**src/rtl/surf_command_receiver.sv**
```systemverilog
// SURF-side decoder for the TURF->SURF serial command line: deserializes 36-bit
// frames into event ID / buffer number and keeps saturating frame/error counts.
module surf_command_receiver #(
  parameter int unsigned SYNC_STAGES = 2,
  parameter int unsigned COUNT_WIDTH = 16
) (
  input  logic                   clk_i,
  input  logic                   rst_i,
  input  logic                   CMD_i,
  output logic [31:0]            event_id_o,
  output logic [1:0]             buffer_o,
  output logic                   valid_o,
  output logic                   busy_o,
  output logic                   frame_err_o,
  output logic [COUNT_WIDTH-1:0] frame_count_o,
  output logic [COUNT_WIDTH-1:0] err_count_o
);

  localparam int unsigned DATA_BITS = 34;
  localparam int unsigned BCNT_W    = 6;

  localparam logic [1:0] S_IDLE     = 2'd0;
  localparam logic [1:0] S_DATA     = 2'd1;
  localparam logic [1:0] S_STOP     = 2'd2;
  localparam logic [1:0] S_WAIT_LOW = 2'd3;

  logic [SYNC_STAGES-1:0] sync_q, sync_d;
  logic                   s;

  logic [1:0]             state_q, state_d;
  logic [BCNT_W-1:0]      bit_cnt_q, bit_cnt_d;
  logic [DATA_BITS-1:0]   sr_q, sr_d;
  logic [31:0]            event_id_q, event_id_d;
  logic [1:0]             buffer_q, buffer_d;
  logic                   valid_q, valid_d;
  logic                   busy_q, busy_d;
  logic                   frame_err_q, frame_err_d;
  logic [COUNT_WIDTH-1:0] frame_count_q, frame_count_d;
  logic [COUNT_WIDTH-1:0] err_count_q, err_count_d;

  // Synchronizer chain: new sample enters at bit 0, s taken from the far end.
  assign sync_d = SYNC_STAGES'({sync_q, CMD_i});
  assign s      = sync_q[SYNC_STAGES-1];

  always_ff @(posedge clk_i or posedge rst_i) begin
    if (rst_i) begin
      sync_q        <= '0;
      state_q       <= S_IDLE;
      bit_cnt_q     <= '0;
      sr_q          <= '0;
      event_id_q    <= '0;
      buffer_q      <= '0;
      valid_q       <= 1'b0;
      busy_q        <= 1'b0;
      frame_err_q   <= 1'b0;
      frame_count_q <= '0;
      err_count_q   <= '0;
    end else begin
      sync_q        <= sync_d;
      state_q       <= state_d;
      bit_cnt_q     <= bit_cnt_d;
      sr_q          <= sr_d;
      event_id_q    <= event_id_d;
      buffer_q      <= buffer_d;
      valid_q       <= valid_d;
      busy_q        <= busy_d;
      frame_err_q   <= frame_err_d;
      frame_count_q <= frame_count_d;
      err_count_q   <= err_count_d;
    end
  end

  // Frame FSM; data enters at the MSB so an LSB-first frame ends right-aligned.
  always_comb begin
    state_d       = state_q;
    bit_cnt_d     = bit_cnt_q;
    sr_d          = sr_q;
    event_id_d    = event_id_q;
    buffer_d      = buffer_q;
    valid_d       = 1'b0;
    frame_err_d   = 1'b0;
    frame_count_d = frame_count_q;
    err_count_d   = err_count_q;

    case (state_q)
      S_IDLE: begin
        if (s) begin
          state_d   = S_DATA;
          bit_cnt_d = '0;
        end
      end
      S_DATA: begin
        sr_d      = {s, sr_q[DATA_BITS-1:1]};
        bit_cnt_d = bit_cnt_q + BCNT_W'(1);
        if (bit_cnt_q == BCNT_W'(DATA_BITS - 1)) begin
          state_d = S_STOP;
        end
      end
      S_STOP: begin
        if (!s) begin
          event_id_d = sr_q[DATA_BITS-1:2];
          buffer_d   = sr_q[1:0];
          valid_d    = 1'b1;
          if (frame_count_q != {COUNT_WIDTH{1'b1}}) begin
            frame_count_d = frame_count_q + COUNT_WIDTH'(1);
          end
          state_d = S_IDLE;
        end else begin
          frame_err_d = 1'b1;
          if (err_count_q != {COUNT_WIDTH{1'b1}}) begin
            err_count_d = err_count_q + COUNT_WIDTH'(1);
          end
          state_d = S_WAIT_LOW;
        end
      end
      S_WAIT_LOW: begin
        if (!s) begin
          state_d = S_IDLE;
        end
      end
      default: state_d = S_IDLE;
    endcase

    busy_d = (state_d != S_IDLE);
  end

  assign event_id_o    = event_id_q;
  assign buffer_o      = buffer_q;
  assign valid_o       = valid_q;
  assign busy_o        = busy_q;
  assign frame_err_o   = frame_err_q;
  assign frame_count_o = frame_count_q;
  assign err_count_o   = err_count_q;

endmodule

```
**config.mk**
```make
export PLATFORM = sky130hd
export DESIGN_NAME = surf_command_receiver
export DESIGN_NICKNAME = d
export VERILOG_FILES = /design/src/rtl/surf_command_receiver.sv
export SDC_FILE = /design/constraint.sdc
export NUM_CORES = 1
export LEC_CHECK = 0
export ABC_AREA = 1
export BUFFER_PORTS_ARGS = -buffer_cell sky130_fd_sc_hd__buf_2
export CORE_AREA = 5 5 119 121
export CTS_BUF_LIST = sky130_fd_sc_hd__clkbuf_8
export DETAILED_ROUTE_END_ITERATION = 6
export DIE_AREA = 0 0 124 126
export GPL_ROUTABILITY_DRIVEN = 0
export SETUP_SLACK_MARGIN = 0.5
export SLEW_MARGIN = 5
export SYNTH_ARGS = -nofsm -noshare
export SYNTH_HDL_FRONTEND = slang
export SYNTH_SLANG_ARGS = --single-unit
export TNS_END_PERCENT = 1
```
**constraint.sdc**
```tcl
create_clock -name clk_i -period 3.8 [get_ports clk_i]
set_clock_uncertainty 0.1 [all_clocks]
set_input_delay 0.19 -clock clk_i [delete_from_list [all_inputs] [get_ports clk_i]]
set_output_delay 0.19 -clock clk_i [all_outputs]
set_load 0.005 [all_outputs]
```
==> results.py, run 1 <==
metrics = {
    "run_status": {
        "status": "finished clean",
    },
    "route": {
        "wl_per_cell_um": 12.32,
        "remaining_drc_errors": 0,
        "vias": 3970,
        "vias_per_cell": 4.622,
        "totalWireLength_mm": 10.59,
        "drtAntennaViolNets": 0,
        "first_pass_iters": 5,
        "drtIter0Drc": 202,
    },
    "global_route": {
        "grt_max_degree": 69,
        "grt_use_met1_pct": 18.53,
        "grt_pass1_wl_mm": 18.26,
        "use_met3_pct": 4.619,
        "grt_pass1_vias": 3933,
        "grt_antenna_before_repair": 0,
        "busiest_layer": "met2",
        "grt_overflow_total": 0,
        "grt_usage_pct": 14.64,
        "gr-usage-met2_pct": 23.39,
    },
    "clock_network": {
        "cts_made_buffers": 17,
        "ctsResizeCount": 0,
        "clockBufferDepth": 2,
        "hold_buffers": 2,
        "cts-root-buf": "clkbuf_8",
        "clk_latency_ps": 430,
        "cts_setup_buffers": 0,
        "h-tree-depth": 4,
        "cts.sinks": 113,
        "cts_tree": "done",
        "path_clk_slew_ps": 70,
    },
    "sta": {
        "slew_headroom_pct": 30.79,
        "fin_crit_sh_pct": 53.44,
        "min_period_ps": 2031,
        "maxSlewViolCount": 0,
        "fmax_ghz": 0.4924,
        "report.final.hold_viol_count": 0,
        "finalSetupViolations": 0,
        "worst_pin_slew_ps": 1038,
        "grt_setup_unrepaired": "false",
        "setup_tns_ps": 0,
    },
    "die": {
        "core_area_um2": 12980,
        "boundaryPins": 72,
        "die_w_um": 124,
        "start_util_pct": 38.87,
        "dieArea_um2": 15620,
        "die_y_um": 126,
        "rows": 42,
    },
    "logic_synthesis": {
        "synthAdderAreaFrac_pct": 0.9921,
        "synth_cell_types": 29,
        "synth_area_um2": 5045,
        "synth_top_area_cell": "dfrtp_1",
        "synth-seq-area-share_pct": 56.05,
        "syn_nets": 601,
        "synth_top_family_by_area": "simple AND/OR/NAND/NOR gates",
        "syn_inst": 594,
        "syn_avg_cell_area_um2": 8.493,
        "yosysWarnings": 0,
        "yosysTopAreaCellShare_pct": 56.05,
        "synth.area.mux_share_pct": 0,
        "synth_area_leaders": "dfrtp_1, nand2_1, o21ai_0",
        "synth-simple-area-share_pct": 23.83,
        "synthXorXnorAreaFrac_pct": 2.604,
        "synth_compound_area_share_pct": 9.102,
        "ys_ff_latch": 113,
    },
    "pwr": {
        "switching_share_pct": 29.44,
        "clockPowerShare_pct": 36.5,
        "powerDensity_nw_per_um2": 564.8,
        "internal_power_w": 0.002382,
        "comb_power_share_pct": 16.3,
        "switching_power_w": 0.0009937,
        "seq_power_share_pct": 47.2,
        "p_leak_nw": 3.114,
        "ir_worst_vdd_mv": 0.4305,
    },
    "placed_design": {
        "dp_hpwl_mm": 7.143,
        "io_buffers": 71,
    },
    "final_layout": {
        "fillers": 1305,
        "antenna-diode-count": 0,
        "fin_util_pct": 46.04,
        "drive_gt1_share_pct": 17.72,
        "area_growth_pct": 18.45,
        "nNetsFinal": 678,
    },
    "setup_path": {
        "worst_ep_required_time_ps": 4070,
        "reg2regPathDepth": 7,
        "cp.arrival_ps": 2300,
        "critical_path_class": "reg -> reg",
        "start_kind": "flip-flop",
        "cp-end-kind": "flip-flop",
        "cp_max_fo": 68,
    },
    "flow_run": {
        "maxCapViolCount": 0,
    },
    "hold_path": {
        "worstHoldPathType": "in -> async",
    },
}
cells in the mapped netlist, drive strengths merged:
library cell,count
a21oi,2
and2,1
buf,9
clkbuf,9
dfrtp,113
ha,4
inv,67
nand2,215
nand3,19
nand4,12
nor2,41
nor3,1
o21ai,84
o22ai,1
o31ai,1
xnor2,4
xor2,11
cell usage in the layout, fill, tap and decap left out, types with 4 or more instances in the layout:
master | netlist | final
buf_2 | 1 | 71
bufinv_16 | 0 | 4
clkbuf_8 | 0 | 19
dfrtp_1 | 113 | 113
ha_1 | 4 | 4
inv_1 | 63 | 64
inv_2 | 4 | 4
nand2_1 | 213 | 213
nand3_1 | 17 | 17
nand4_1 | 12 | 12
nor2_1 | 34 | 34
nor2_4 | 4 | 5
o21ai_0 | 57 | 57
o21ai_1 | 25 | 25
xnor2_1 | 4 | 4
xor2_1 | 11 | 11
metal layers:
metal	part of all wire, %	up-vias
li1	-	2021
met2	47	76
met3	4.9	19
met1	46	1854
met4	1.6	0
met5	0	-
critical path, stage by stage (launching register included):
cell     delay, ps
dfrtp_1        390
inv_1          110
nand2_1        120
nor2_4         190
inv_2          410
nor2_4         470
nand2_1        100
nand2_1         80
final timing paths:
kind,from,end,slack (ps)
worst max-delay path,state_q[0],frame_count_o[9],1770
worst min-delay path,rst_i,frame_count_o[1],170
worst max register to register,state_q[0],frame_count_o[9],1770
worst min register to register,sync_q[0],sync_q[1],300
max in group asynchronous,rst_i,bit_cnt_q[4],2450
min in group clk_i,CMD_i,sync_q[0],290
logic make-up (layout without fill, tap and decap cells):
logic type	after synthesis	in the layout
AND/OR/NAND/NOR	289	289
flip-flops	113	113
AO/OA/AOI/OAI	88	88
buffers and inverters	85	174
XOR/XNOR	15	15
adder cells (fa/ha/maj)	4	4
stage by stage:
step	std cells	total power, W	setup WS (ps)	instance area, µm²	hold WS [ps]
2_1_floorplan	594	0.002015	522.6	5045	121.4
3_3_place_gp	826	0.002148	1791	5528	98.65
3_5_place_dp	826	0.002175	1730	5528	93.04
4_1_cts	859	0.003430	1714	5976	169.0
5_1_grt	859	0.003626	1489	5976	183.0
6_report	859	0.003375	1769	5976	170.1
power groups by stage:
stage | Sequential, W | Combinational (W) | Clock [W]
CTS | 0.00160 | 0.000568 | 0.00127
detailed placement | 0.00161 | 0.000566 | 0
global route | 0.00163 | 0.000672 | 0.00132
floorplan | 0.00158 | 0.000435 | 0
finish | 0.00159 | 0.000552 | 0.00123
global placement | 0.00160 | 0.000544 | 0
sequential cells by signal (all words and copies together), names as in the netlist:
register and cells:
err_count_o 16, state_q 2, bit_cnt_q 6, frame_count_o 16, event_id_o 32, frame_err_o 1
busy_o 1, valid_o 1, buffer_o 2, sr_q 34, sync_q 2
area by class of cell:
cell class                 instances  area (µm²)  share of cell area, %
clock buffer                      19       261.5                  4.376
clock inverter                    12       166.4                  2.785
inverter                          67       254.0                  4.250
multi-input combinational        396        1848                  30.93
sequential                       113        2828                  47.32
tap                              176       220.2                  3.685
timing repair buffer              76       397.9                  6.658
No activity file was read; power rests on OpenSTA's default activity.
==> run 2, diff against run 1 <==
- ABC_AREA: 1 -> 0
- CORE_AREA: 5 5 119 121 -> 5 5 114 116
- DIE_AREA: 0 0 124 126 -> 0 0 119 121
- clock period: 3.8 -> 1.77 ns (I/O delays scaled with it)
==> run 2 against run 1 <==
- the flow now finishes with violations (setup timing)
- fmax increased by 7.4%
- wire length rose by 0.10%
- design area grew 6.8%
- largest cell class unchanged
- critical path depth shrank 2
- power rose by 120%
- sequential power grew 130%
- final cell count down 12%
- flip-flop and latch count did not move
- synthesized area is 8.5% lower
- die area down 7.8%
==> results.py, run 2 <==
metrics = {
    "run_status": {
        "status": "complete, but fails checks",
        "violations": "setup timing",
    },
    "route": {
        "totalWireLength_mm": 10.60,
        "drtIter0Drc": 214,
        "first_pass_iters": 4,
        "vias": 3642,
        "vias_per_cell": 4.805,
        "remaining_drc_errors": 0,
        "drtAntennaViolNets": 0,
        "wl_per_cell_um": 13.98,
    },
    "setup_path": {
        "cp-end-kind": "flip-flop",
        "critical_path_class": "reg -> reg",
        "r2r_slack_ps": -120,
        "crit_family": "simple AND/OR/NAND/NOR gates",
        "worst_path_largest_cell_delay_ps": 560,
        "cp_max_fo": 3,
        "worst_ep_required_time_ps": 1980,
        "cp.buffers_inverters": 0,
        "cp.arrival_ps": 2100,
        "cp_slowest_cell": "or4b_4",
        "start_kind": "flip-flop",
        "worstPathCellList": "ha_2 > nand3_2 > or4b_4 > o21ai_4 > mux2_4",
    },
    "global_route": {
        "grt_max_degree": 93,
        "grt_pass1_vias": 3809,
        "grt_pass1_wl_mm": 18.06,
        "grt_overflow_total": 0,
        "grt_usage_pct": 15.53,
        "grt_antenna_before_repair": 0,
    },
    "die": {
        "die_w_um": 119,
        "rows": 40,
        "dieArea_um2": 14400,
        "start_util_pct": 39.08,
        "core_area_um2": 11810,
        "die_y_um": 121,
        "boundaryPins": 72,
    },
    "flow_run": {
        "maxCapViolCount": 0,
    },
    "final_layout": {
        "layout_common_cells": "nand2_1, dfrtp_1, buf_2",
        "top_register": "sr_q",
        "drive_gt1_share_pct": 38.30,
        "instances_no_fill": 758,
        "area_growth_pct": 38.25,
        "largest_reg_flops": 34,
        "nNetsFinal": 605,
        "layout_commonest_cell": "nand2_1",
        "antenna-diode-count": 0,
    },
    "logic_synthesis": {
        "syn_avg_cell_area_um2": 9.656,
        "synth_ff_type": "dfrtp_1",
        "ys_ff_latch": 113,
        "async_reset_ff_share_pct": 100.0,
        "synth_top_area_cell": "dfrtp_1",
        "synth_edf_count": 0,
        "synth_cell_types": 33,
        "yosysTopAreaCellShare_pct": 61.26,
        "synth_area_leaders": "dfrtp_1, nand2_1, xnor2_1",
        "yosysWarnings": 0,
        "syn_inst": 478,
        "yosys-top-cells-count": "nand2_1, dfrtp_1, xnor2_1",
        "synth_area_um2": 4616,
        "syn_nets": 485,
        "synth-seq-area-share_pct": 61.26,
        "synth_most_common_cell": "nand2_1",
    },
    "hold_path": {
        "worstHoldPathType": "in -> async",
    },
    "clock_network": {
        "path_clk_slew_ps": 70,
        "cts_tree": "done",
        "cts.sinks": 113,
        "cts-root-buf": "clkbuf_8",
        "cts_made_buffers": 17,
        "h-tree-depth": 4,
        "clockBufferDepth": 2,
        "clk_latency_ps": 430,
    },
    "pwr": {
        "powerDensity_nw_per_um2": 1161,
        "ir_worst_vdd_mv": 0.5046,
        "p_leak_nw": 3.341,
    },
    "sta": {
        "holdWs_ps": 35.46,
        "slew_headroom_pct": 65.34,
        "finalSetupViolations": 8,
        "fmax_ghz": 0.5287,
        "report.final.hold_viol_count": 0,
        "worst_pin_slew_ps": 519.9,
        "fin_ws_ps": -121.3,
        "grt_setup_unrepaired": "true",
        "maxSlewViolCount": 0,
        "fin_crit_sh_pct": 106.9,
        "min_period_ps": 1891,
    },
    "placed_design": {
        "io_buffers": 71,
        "pre_cts_ws_ps": -199.0,
        "dp_cells": 720,
        "dp_hpwl_mm": 6.873,
    },
}
## run 2: what timing repair did
action	in CTS	in global routing
resized for setup	115	18
gates cloned	0	0
endpoints found under the hold margin	114	0
endpoints found under the setup margin	121	129
pin swaps	109	23
hold buffers	2	0
buffers inserted	2	2
## run 2: cells by family (layout without fill, tap and decap cells)
family                     after synthesis  in the layout  synth area share, %
AOI/OAI and AO/OA                       24             24                3.172
xor gates and xnor gates                22             22                4.175
adders and majority gates                4              4                1.084
buffers and inverters                   24            157                2.087
DFF                                    113            113                61.26
muxes                                    7              7                1.708
and+or+nand+nor                        284            284                26.51
## run 2: metal layers
layer | vias up | part of all wire (%) | routed length (µm) | GRT usage (%)
met1 | 1767 | 44 | 4708 | 19.39
met3 | 15 | 3.5 | 370 | 4.382
li1 | 1801 | - | - | -
met5 | - | 0 | 0 | 0
met2 | 59 | 51 | 5358 | 25.43
met4 | 0 | 1.5 | 160 | 6.372
## run 2: metrics by stage
| stage | instance area [µm²] | power, W | utilization [%] | setup TNS, ps |
|---|---|---|---|---|
| floorplan | 4619 | 0.004362 | - | -644.0 |
| global placement | 5421 | 0.004741 | 45.90 | -388.6 |
| detailed placement | 5421 | 0.004807 | 45.90 | -1013 |
| CTS | 6297 | 0.007474 | 53.32 | -799.4 |
| global route | 6381 | 0.007909 | 54.03 | -1528 |
| finish | 6381 | 0.007408 | 54.03 | -565.5 |
## run 2: path summary, 6_finish.rpt
check / from / endpoint / cells after the start
min in group clk_i: CMD_i / sync_q[0] / 2
min: rst_i / frame_count_o[10] / 3
max reg2reg: err_count_o[0] / err_count_o[1] / 5
max: err_count_o[0] / err_count_o[1] / 5
max in group asynchronous: rst_i / frame_count_o[2] / 4
min reg2reg: sync_q[0] / sync_q[1] / 0
## run 2: layout make-up
class,instances,area (µm²)
inverter,5,30.03
tap,147,183.9
clock buffer,18,247.7
fill,1072,5430
clock inverter,14,157.7
multi-input combinational,341,2002
sequential,113,2833
timing repair buffer,120,927.1
## run 2: power breakdown
| group | switching, W | internal (W) |
|---|---|---|
| registers | 0.000506 | 0.00312 |
| clock network | 0.00113 | 0.00130 |
| logic | 0.000775 | 0.000575 |
## run 2: tightest hold or removal path: cells and delay by family
family	cells	cell delay, ps
buffers and inverters	3	850
